## config.mk

```make
export PLATFORM = sky130hd
export DESIGN_NAME = ext_pipe
export DESIGN_NICKNAME = d
export VERILOG_FILES = /design/src/rtl/ext_pipe.sv
export SDC_FILE = /design/constraint.sdc
export NUM_CORES = 1
export LEC_CHECK = 0
export CAP_MARGIN = 30
export CORE_MARGIN = 4
export CORE_UTILIZATION = 25
export CTS_CLUSTER_DIAMETER = 50
export DETAILED_ROUTE_END_ITERATION = 8
export PLACE_DENSITY = 0.57
export SYNTH_ARGS = -nofsm -noshare
export SYNTH_HDL_FRONTEND = slang
export SYNTH_SLANG_ARGS = --single-unit
```

## constraint.sdc

```tcl
create_clock -name clk -period 2.31 [get_ports clk]
set_input_delay 0.462 -clock clk [delete_from_list [all_inputs] [get_ports clk]]
set_output_delay 0.462 -clock clk [all_outputs]
set_load 0.05 [all_outputs]
```

## src/rtl/ext_pipe.sv

```systemverilog
// Immediate/load-data extension unit with a two-entry output buffer.
// 1-cycle latency; a skid register absorbs one item so in_ready never depends on out_ready.
module ext_pipe #(
  parameter int IN_W  = 16,
  parameter int OUT_W = 32,
  parameter int TAG_W = 5,
  localparam int OFF_W = $clog2(OUT_W / 8)
) (
  input  logic             clk,
  input  logic             reset,
  input  logic             in_valid,
  output logic             in_ready,
  input  logic [2:0]       in_op,
  input  logic [IN_W-1:0]  in_imm,
  input  logic [OUT_W-1:0] in_word,
  input  logic [OFF_W-1:0] in_off,
  input  logic [TAG_W-1:0] in_tag,
  output logic             out_valid,
  input  logic             out_ready,
  output logic [OUT_W-1:0] out_data,
  output logic [TAG_W-1:0] out_tag,
  output logic             out_err,
  output logic [7:0]       err_cnt
);

  typedef enum logic [1:0] {EMPTY, ONE, TWO} state_t;

  state_t state, state_n;

  logic             accept, take;
  logic             load_out, load_skid, skid_to_out;
  logic [7:0]       sel_byte;
  logic [15:0]      sel_half;
  logic [OUT_W-1:0] res_data;
  logic             res_err;
  logic [OUT_W-1:0] skid_data;
  logic [TAG_W-1:0] skid_tag;
  logic             skid_err;

  assign in_ready  = (state != TWO) && !reset;
  assign out_valid = (state != EMPTY);
  assign accept    = in_valid && in_ready;
  assign take      = out_valid && out_ready;

  // Little-endian byte/halfword select; odd halfword offsets are flagged below.
  always_comb begin
    sel_byte = 8'h00;
    sel_half = 16'h0000;
    for (int n = 0; n < OUT_W / 8; n++) begin
      if (in_off == OFF_W'(n)) sel_byte = in_word[8*n +: 8];
    end
    for (int n = 0; n < OUT_W / 8 - 1; n++) begin
      if (in_off == OFF_W'(n)) sel_half = in_word[8*n +: 16];
    end
  end

  always_comb begin
    res_data = '0;
    res_err  = 1'b0;
    case (in_op)
      3'b000: res_data = {{(OUT_W-IN_W){1'b0}}, in_imm};
      3'b001: res_data = {in_imm, {(OUT_W-IN_W){1'b0}}};
      3'b010: res_data = {{(OUT_W-IN_W){in_imm[IN_W-1]}}, in_imm};
      3'b011: res_data = {{(OUT_W-8){sel_byte[7]}}, sel_byte};
      3'b100: res_data = {{(OUT_W-8){1'b0}}, sel_byte};
      3'b101: begin
        if (in_off[0]) res_err = 1'b1;
        else           res_data = {{(OUT_W-16){sel_half[15]}}, sel_half};
      end
      3'b110: begin
        if (in_off[0]) res_err = 1'b1;
        else           res_data = {{(OUT_W-16){1'b0}}, sel_half};
      end
      default: res_data = in_word;
    endcase
  end

  always_ff @(posedge clk) begin
    if (reset) state <= EMPTY;
    else       state <= state_n;
  end

  always_comb begin
    state_n     = state;
    load_out    = 1'b0;
    load_skid   = 1'b0;
    skid_to_out = 1'b0;
    case (state)
      EMPTY: begin
        if (accept) begin
          state_n  = ONE;
          load_out = 1'b1;
        end
      end
      ONE: begin
        if (accept && take) begin
          load_out = 1'b1;
        end else if (accept) begin
          state_n   = TWO;
          load_skid = 1'b1;
        end else if (take) begin
          state_n = EMPTY;
        end
      end
      TWO: begin
        if (take) begin
          state_n     = ONE;
          skid_to_out = 1'b1;
        end
      end
      default: state_n = EMPTY;
    endcase
  end

  always_ff @(posedge clk) begin
    if (reset) begin
      out_data  <= '0;
      out_tag   <= '0;
      out_err   <= 1'b0;
      skid_data <= '0;
      skid_tag  <= '0;
      skid_err  <= 1'b0;
    end else begin
      if (load_out) begin
        out_data <= res_data;
        out_tag  <= in_tag;
        out_err  <= res_err;
      end else if (skid_to_out) begin
        out_data <= skid_data;
        out_tag  <= skid_tag;
        out_err  <= skid_err;
      end
      if (load_skid) begin
        skid_data <= res_data;
        skid_tag  <= in_tag;
        skid_err  <= res_err;
      end
    end
  end

  always_ff @(posedge clk) begin
    if (reset)                                       err_cnt <= 8'd0;
    else if (accept && res_err && err_cnt != 8'hFF)  err_cnt <= err_cnt + 8'd1;
  end

endmodule

```

==> flow_summary.json, run 1 <==
{
  "synth_most_common_cell": "dfxtp_1",
  "synth-simple-area-share": 0.204,
  "cp_data_required_time_ns": 2.54,
  "cp-start-kind": "input pin",
  "p_leak_uw": 0.00264,
  "synth_top_family_by_area": "compound AO/OA/AOI/OAI gates",
  "initial_core_util": 0.256,
  "synth_ff_type": "dfxtp_1",
  "netlist_instances": 539,
  "io_pins": 110,
  "dr.pass1.iters": 4,
  "critical_path_buf_inv_count": 3,
  "die-area_sq_mm": 0.0207,
  "synthTopCellsByCount": "dfxtp_1, nand2_1, nor2_1, mux2i_1, a21oi_1",
  "worst_pin_slew_ns": 0.538,
  "cts_buffer_depth": 2,
  "synth_fa_ha_area_frac": 0.00270,
  "yosysWarnings": 0,
  "ctsResizeCount": 1,
  "area_growth_pct": 45.0,
  "grt_pass1_vias": 4655,
  "layout-drive-gt1-share": 0.147,
  "diodes": 0,
  "viasPerCell": 5.16,
  "synthArstFlopShare": 0,
  "ff2ff_setup_slack_ns": 0.62,
  "rows": 49,
  "cts_buffers": 9,
  "drv_cap": 0,
  "ff2ff_path_depth": 6,
  "syn_area_per_cell_sq_um": 8.58,
  "grt_util_all_layers": 0.158,
  "hpwl_um": 12100,
  "cellPowerDensity_mw_per_mm2": 639,
  "cts_setup_buffers": 0,
  "synth_fp_nets": 602,
  "clk_pin_slew_ns": 0.07,
  "ctsHoldBuffers": 0,
  "critPathTopFamily": "buffers and inverters",
  "wirelength_um": 16500,
  "synthXorXnorAreaFrac": 0.00757,
  "critPathSlowestCell": "clkdlybuf4s50_1",
  "power.total_uw": 4280,
  "crit_start": "in_off[1]",
  "r2r-end": "out_data[14]",
  "slew-limit-headroom": 0.640,
  "cts_sinks": 86,
  "gp_congestion": 0.832,
  "synth_edf_count": 0,
  "dpl_cell_area_sq_mm": 0.00635,
  "setup_violations": 0,
  "grt_max_degree": 41,
  "crit_arrival_ns": 2.43,
  "synth-compound-area-share": 0.243,
  "yosysSeqAreaShare": 0.372,
  "routedWlPerCell_um": 18.1,
  "end_kind": "register",
  "fmax_ghz": 0.454,
  "status": "finished clean",
  "fin_crit_sh": 0.953,
  "synth_top_area_cell": "dfxtp_1",
  "clock_skew_ns": 0.00628,
  "crit_type": "input pin to register",
  "first_iter_violations": 317,
  "synth_top_area_frac": 0.372,
  "die_h_um": 144,
  "final.min_clock_period_ns": 2.20,
  "vdd_drop_max_v": 0.000360,
  "grt.overflow.total": 0,
  "maxSlewViolCount": 0,
  "grt_setup_unrepaired": "no",
  "synthMuxAreaShare": 0.116,
  "final_net_count": 739,
  "cts_tree": "built",
  "grt_pass1_wl_um": 25400,
  "route.detailed.drc": 0,
  "yosys.cell_types.count": 59,
  "hp-class": "register to register",
  "netlist_top_cells_area": "dfxtp_1, mux2i_1, nand2_1",
  "ys_ff_latch": 86,
  "clockRootBuffer": "clkbuf_16",
  "final_area_sq_mm": 0.00671,
  "hold_viol_final": 0,
  "crit_cells": 7,
  "die_x_um": 144,
  "worstPathCellList": "clkdlybuf4s50_1, buf_4, nor3_1, or4b_1, buf_12, a21oi_1, o32ai_1",
  "antenna_found_initial": 1,
  "syn_area_sq_mm": 0.00463,
  "drtAntennaViolNets": 0,
  "crit_path_end": "out_data[16]",
  "portBuffers": 109,
  "clk_latency_ns": 0.34,
  "max_stage_delay_ns": 0.57,
  "via_count": 4693,
  "path_max_fanout": 16,
  "r2r_start": "state[1]",
  "htree_levels": 3,
  "design.core.area_sq_mm": 0.0181
}
==> worst min-delay path by stage <==
stage	startpoint	to	slack, ns	depth (start not counted)
floorplan	skid_data[9]	skid_data[9]	0.42	2
global placement	skid_data[25]	skid_data[25]	0.43	2
detailed placement	skid_data[28]	skid_data[28]	0.44	2
CTS	skid_data[22]	skid_data[22]	0.45	2
global route	skid_data[26]	skid_data[26]	0.47	2
finish	skid_data[22]	skid_data[22]	0.45	2
==> power by group <==
part | switching (uW) | total [uW] | internal (uW)
Combinational | 556 | 975 | 419
Clock | 629 | 1730 | 1100
Sequential | 37.8 | 1580 | 1550
==> worst reg2reg max path: stages, from the launching register on <==
cell and delay (ns):
dfxtp_1 0.40, nor2b_1 0.20, buf_4 0.21, nand2_2 0.21
buf_12 0.24, mux2i_1 0.20, o32ai_1 0.11
==> logic make-up after synthesis <==
logic type      Yosys count
compound gates          154
xor+xnor                  4
simple gates            194
mux                      49
buf+inv                  51
flops                    86
fa+ha+maj                 1
==> state kept, by name (all words and copies together), names as in the netlist <==
name,flops
state,2
err_cnt,8
skid_tag,5
skid_err,1
skid_data,32
out_err,1
out_data,32
out_tag,5
==> layout make-up <==
type	count	area, sq um
Clock buffer	10	239
Clock inverter	6	116
Fill cell	1775	11400
Inverter	8	30.0
Multi-Input combinational cell	402	2660
Sequential cell	86	1720
Tap cell	229	287
Timing Repair Buffer	169	1650
==> placed cells by master, fill, tap and decap left out, drive strengths merged, types with 11 or more instances in the layout <==
master | Yosys | final
clkdlybuf4s50 | 0 | 107
dfxtp | 86 | 86
nand2 | 65 | 65
buf | 17 | 61
nor2 | 47 | 47
mux2i | 45 | 45
a21oi | 35 | 35
o21ai | 29 | 29
nor2b | 23 | 23
o31ai | 21 | 21
o32ai | 20 | 20
nand3 | 14 | 14
a221oi | 12 | 12
o22ai | 11 | 11
==> metal layers <==
metal	up-vias	wire, um	part of all wire	GRT usage
met5	-	7	0.00042	0
met4	2	312	0.019	0.0565
met3	23	984	0.060	0.0407
met2	133	7840	0.48	0.254
met1	2277	7350	0.45	0.204
li1	2258	-	-	-
==> metrics by stage <==
stage	worst slack (ns)	cells	setup TNS [ns]	utilization	hold WS [ns]
final	0.108	910	0	0.371	0.449
after floorplan	0.286	539	0	-	0.421
after CTS	0.124	910	0	0.371	0.451
after global placement	-0.303	894	-9.46	0.351	0.432
after detailed placement	-0.379	894	-12.65	0.351	0.441
after global routing	0.0414	910	0	0.371	0.474
(Power assumes the default switching activity.)
==> run 2: changes to the inputs <==
Settings changed: CORE_UTILIZATION 25 to 50, PLACE_DENSITY 0.57 to 0.91.
==> run 2 against run 1 <==
  * Sequential cell count stayed put
  * Fmax is 1.9% lower
  * Wire length is 6.6% lower
  * First-iteration DRC count is 19% higher
  * Worst hold slack better by 0.0075 ns
  * Register-to-register slack worse by 0.17 ns
  * Via count is 6.3% higher
  * Count of clock-buffer cells in the layout is 1 higher
  * Critical path type unchanged
  * Highest routed layer is now met4
==> flow_summary.json, run 2 (synthesis gave the netlist of run 1 again) <==
{
  "ff2ff_setup_slack_ns": 0.45,
  "r2r-end": "err_cnt[5]",
  "initial_core_util": 0.523,
  "hold_depth": 2,
  "stdcell_count": 792,
  "die_x_um": 104,
  "dpl_cell_area_sq_mm": 0.00619,
  "io_pins": 110,
  "gp_congestion": 0.947,
  "drtAntennaViolNets": 0,
  "cts_buffers": 9,
  "hpwl_um": 11100,
  "cp_data_required_time_ns": 2.55,
  "design.core.area_sq_mm": 0.00885,
  "status": "finished clean",
  "fmax_ghz": 0.446,
  "clk_latency_ns": 0.36,
  "fin_crit_sh": 0.971,
  "final_net_count": 742,
  "layout-drive-gt1-share": 0.151,
  "p_leak_uw": 0.00259,
  "grt_pass1_vias": 4940,
  "route.detailed.drc": 0,
  "hold_viol_final": 0,
  "final.min_clock_period_ns": 2.24,
  "crit_arrival_ns": 2.48,
  "grt_pass1_wl_um": 24400,
  "cts_buffer_depth": 2,
  "clockRootBuffer": "clkbuf_8",
  "die_h_um": 104,
  "area_growth_pct": 39.1,
  "die-area_sq_mm": 0.0109,
  "final_common_cell": "clkdlybuf4s50_1",
  "most-common-layout-cells": "clkdlybuf4s50_1, dfxtp_1, nand2_1, buf_4, nor2_1",
  "fin_util": 0.727,
  "viasPerCell": 6.30,
  "crit_type": "input pin to register",
  "slew-limit-headroom": 0.623,
  "dr.pass1.iters": 7,
  "grt_setup_unrepaired": "no",
  "diodes": 0,
  "vdd_drop_max_v": 0.000348,
  "drv_cap": 0,
  "hold_end": "skid_data[31]",
  "hold_start": "skid_data[31]",
  "cp-start-kind": "input pin",
  "ff2ff_path_depth": 6,
  "first_iter_violations": 376,
  "hp-class": "register to register",
  "setup_violations": 0,
  "r2r_start": "state[1]",
  "htree_levels": 3,
  "path_max_fanout": 16,
  "grt_util_all_layers": 0.274,
  "via_count": 4989,
  "place_inst": 776,
  "final_area_sq_mm": 0.00643,
  "grt_max_degree": 35,
  "cellPowerDensity_mw_per_mm2": 596,
  "clk_pin_slew_ns": 0.09,
  "rows": 34,
  "routedWlPerCell_um": 19.5,
  "biggestRegsByFlops": "out_data x32, skid_data x32, err_cnt x8",
  "cts_tree": "built",
  "maxSlewViolCount": 0,
  "end_kind": "register",
  "ctsHoldBuffers": 0,
  "clock_skew_ns": 0.00919,
  "portBuffers": 109,
  "worst_pin_slew_ns": 0.564,
  "grt.overflow.total": 0,
  "wirelength_um": 15400,
  "antenna_found_initial": 0,
  "power.total_uw": 3830,
  "cts_sinks": 86
}
-- run 2: changes by cell type in the layout (fill, tap and decap cells not counted), sizes merged --
cell          delta
buf              +3
clkbuf           +1
clkinv           -1
clkinvlp         +1
dlygate4sd2      -1
dlymetal6s2s     +1
inv              -1
-- run 2: cell type report --
class                   instances  area [sq um]
clock inverters                 5           106
repair buffers                172          1640
inverters                       8          30.0
fillers                       602          2410
flip-flops and latches         86          1720
clock buffers                  11           131
multi-input cells             402          2670
well taps                     108           135
-- run 2: what timing repair did --
item	in CTS	in global routing
buffers inserted	0	0
setup endpoints to repair	0	2
endpoints found under the hold margin	0	0
resized for setup	0	3
-- run 2: per-layer routing --
layer	vias up	track usage	share of wire
met1	2367	0.341	0.40
met5	-	0	0
li1	2276	-	-
met2	295	0.458	0.47
met3	51	0.0571	0.094
met4	0	0.119	0.028
-- run 2: worst max-delay path, cell delays in order --
cell	delay [ns]
clkdlybuf4s50_1	0.47
buf_4	0.18
mux2i_2	0.25
nor3b_1	0.08
or4b_1	0.53
buf_12	0.20
a21oi_1	0.19
o32ai_1	0.11
-- run 2: per-stage QoR --
| stage | setup WS [ns] | setup TNS, ns | hold WS (ns) |
|---|---|---|---|
| after floorplan | 0.286 | 0 | 0.421 |
| after global placement | -0.217 | -6.66 | 0.432 |
| after detailed placement | -0.282 | -10.67 | 0.439 |
| after CTS | 0.0773 | 0 | 0.458 |
| after global routing | 0.00222 | 0 | 0.478 |
| final | 0.0662 | 0 | 0.457 |
-- run 2: worst max-delay path by stage --
stage | start | end
2_1_floorplan | in_off[0] | out_data[30]
3_3_place_gp | in_off[0] | out_data[5]
3_5_place_dp | in_off[0] | out_data[16]
4_1_cts | in_off[0] | out_data[31]
5_1_grt | in_off[0] | out_data[19]
6_report | in_off[0] | out_data[19]
-- run 2: power breakdown --
part	total, uW	leakage (uW)	internal, uW	switching [uW]
Sequential	1580	0.000699	1540	38.2
Clock	1270	0.000114	724	549
Combinational	976	0.00178	417	560
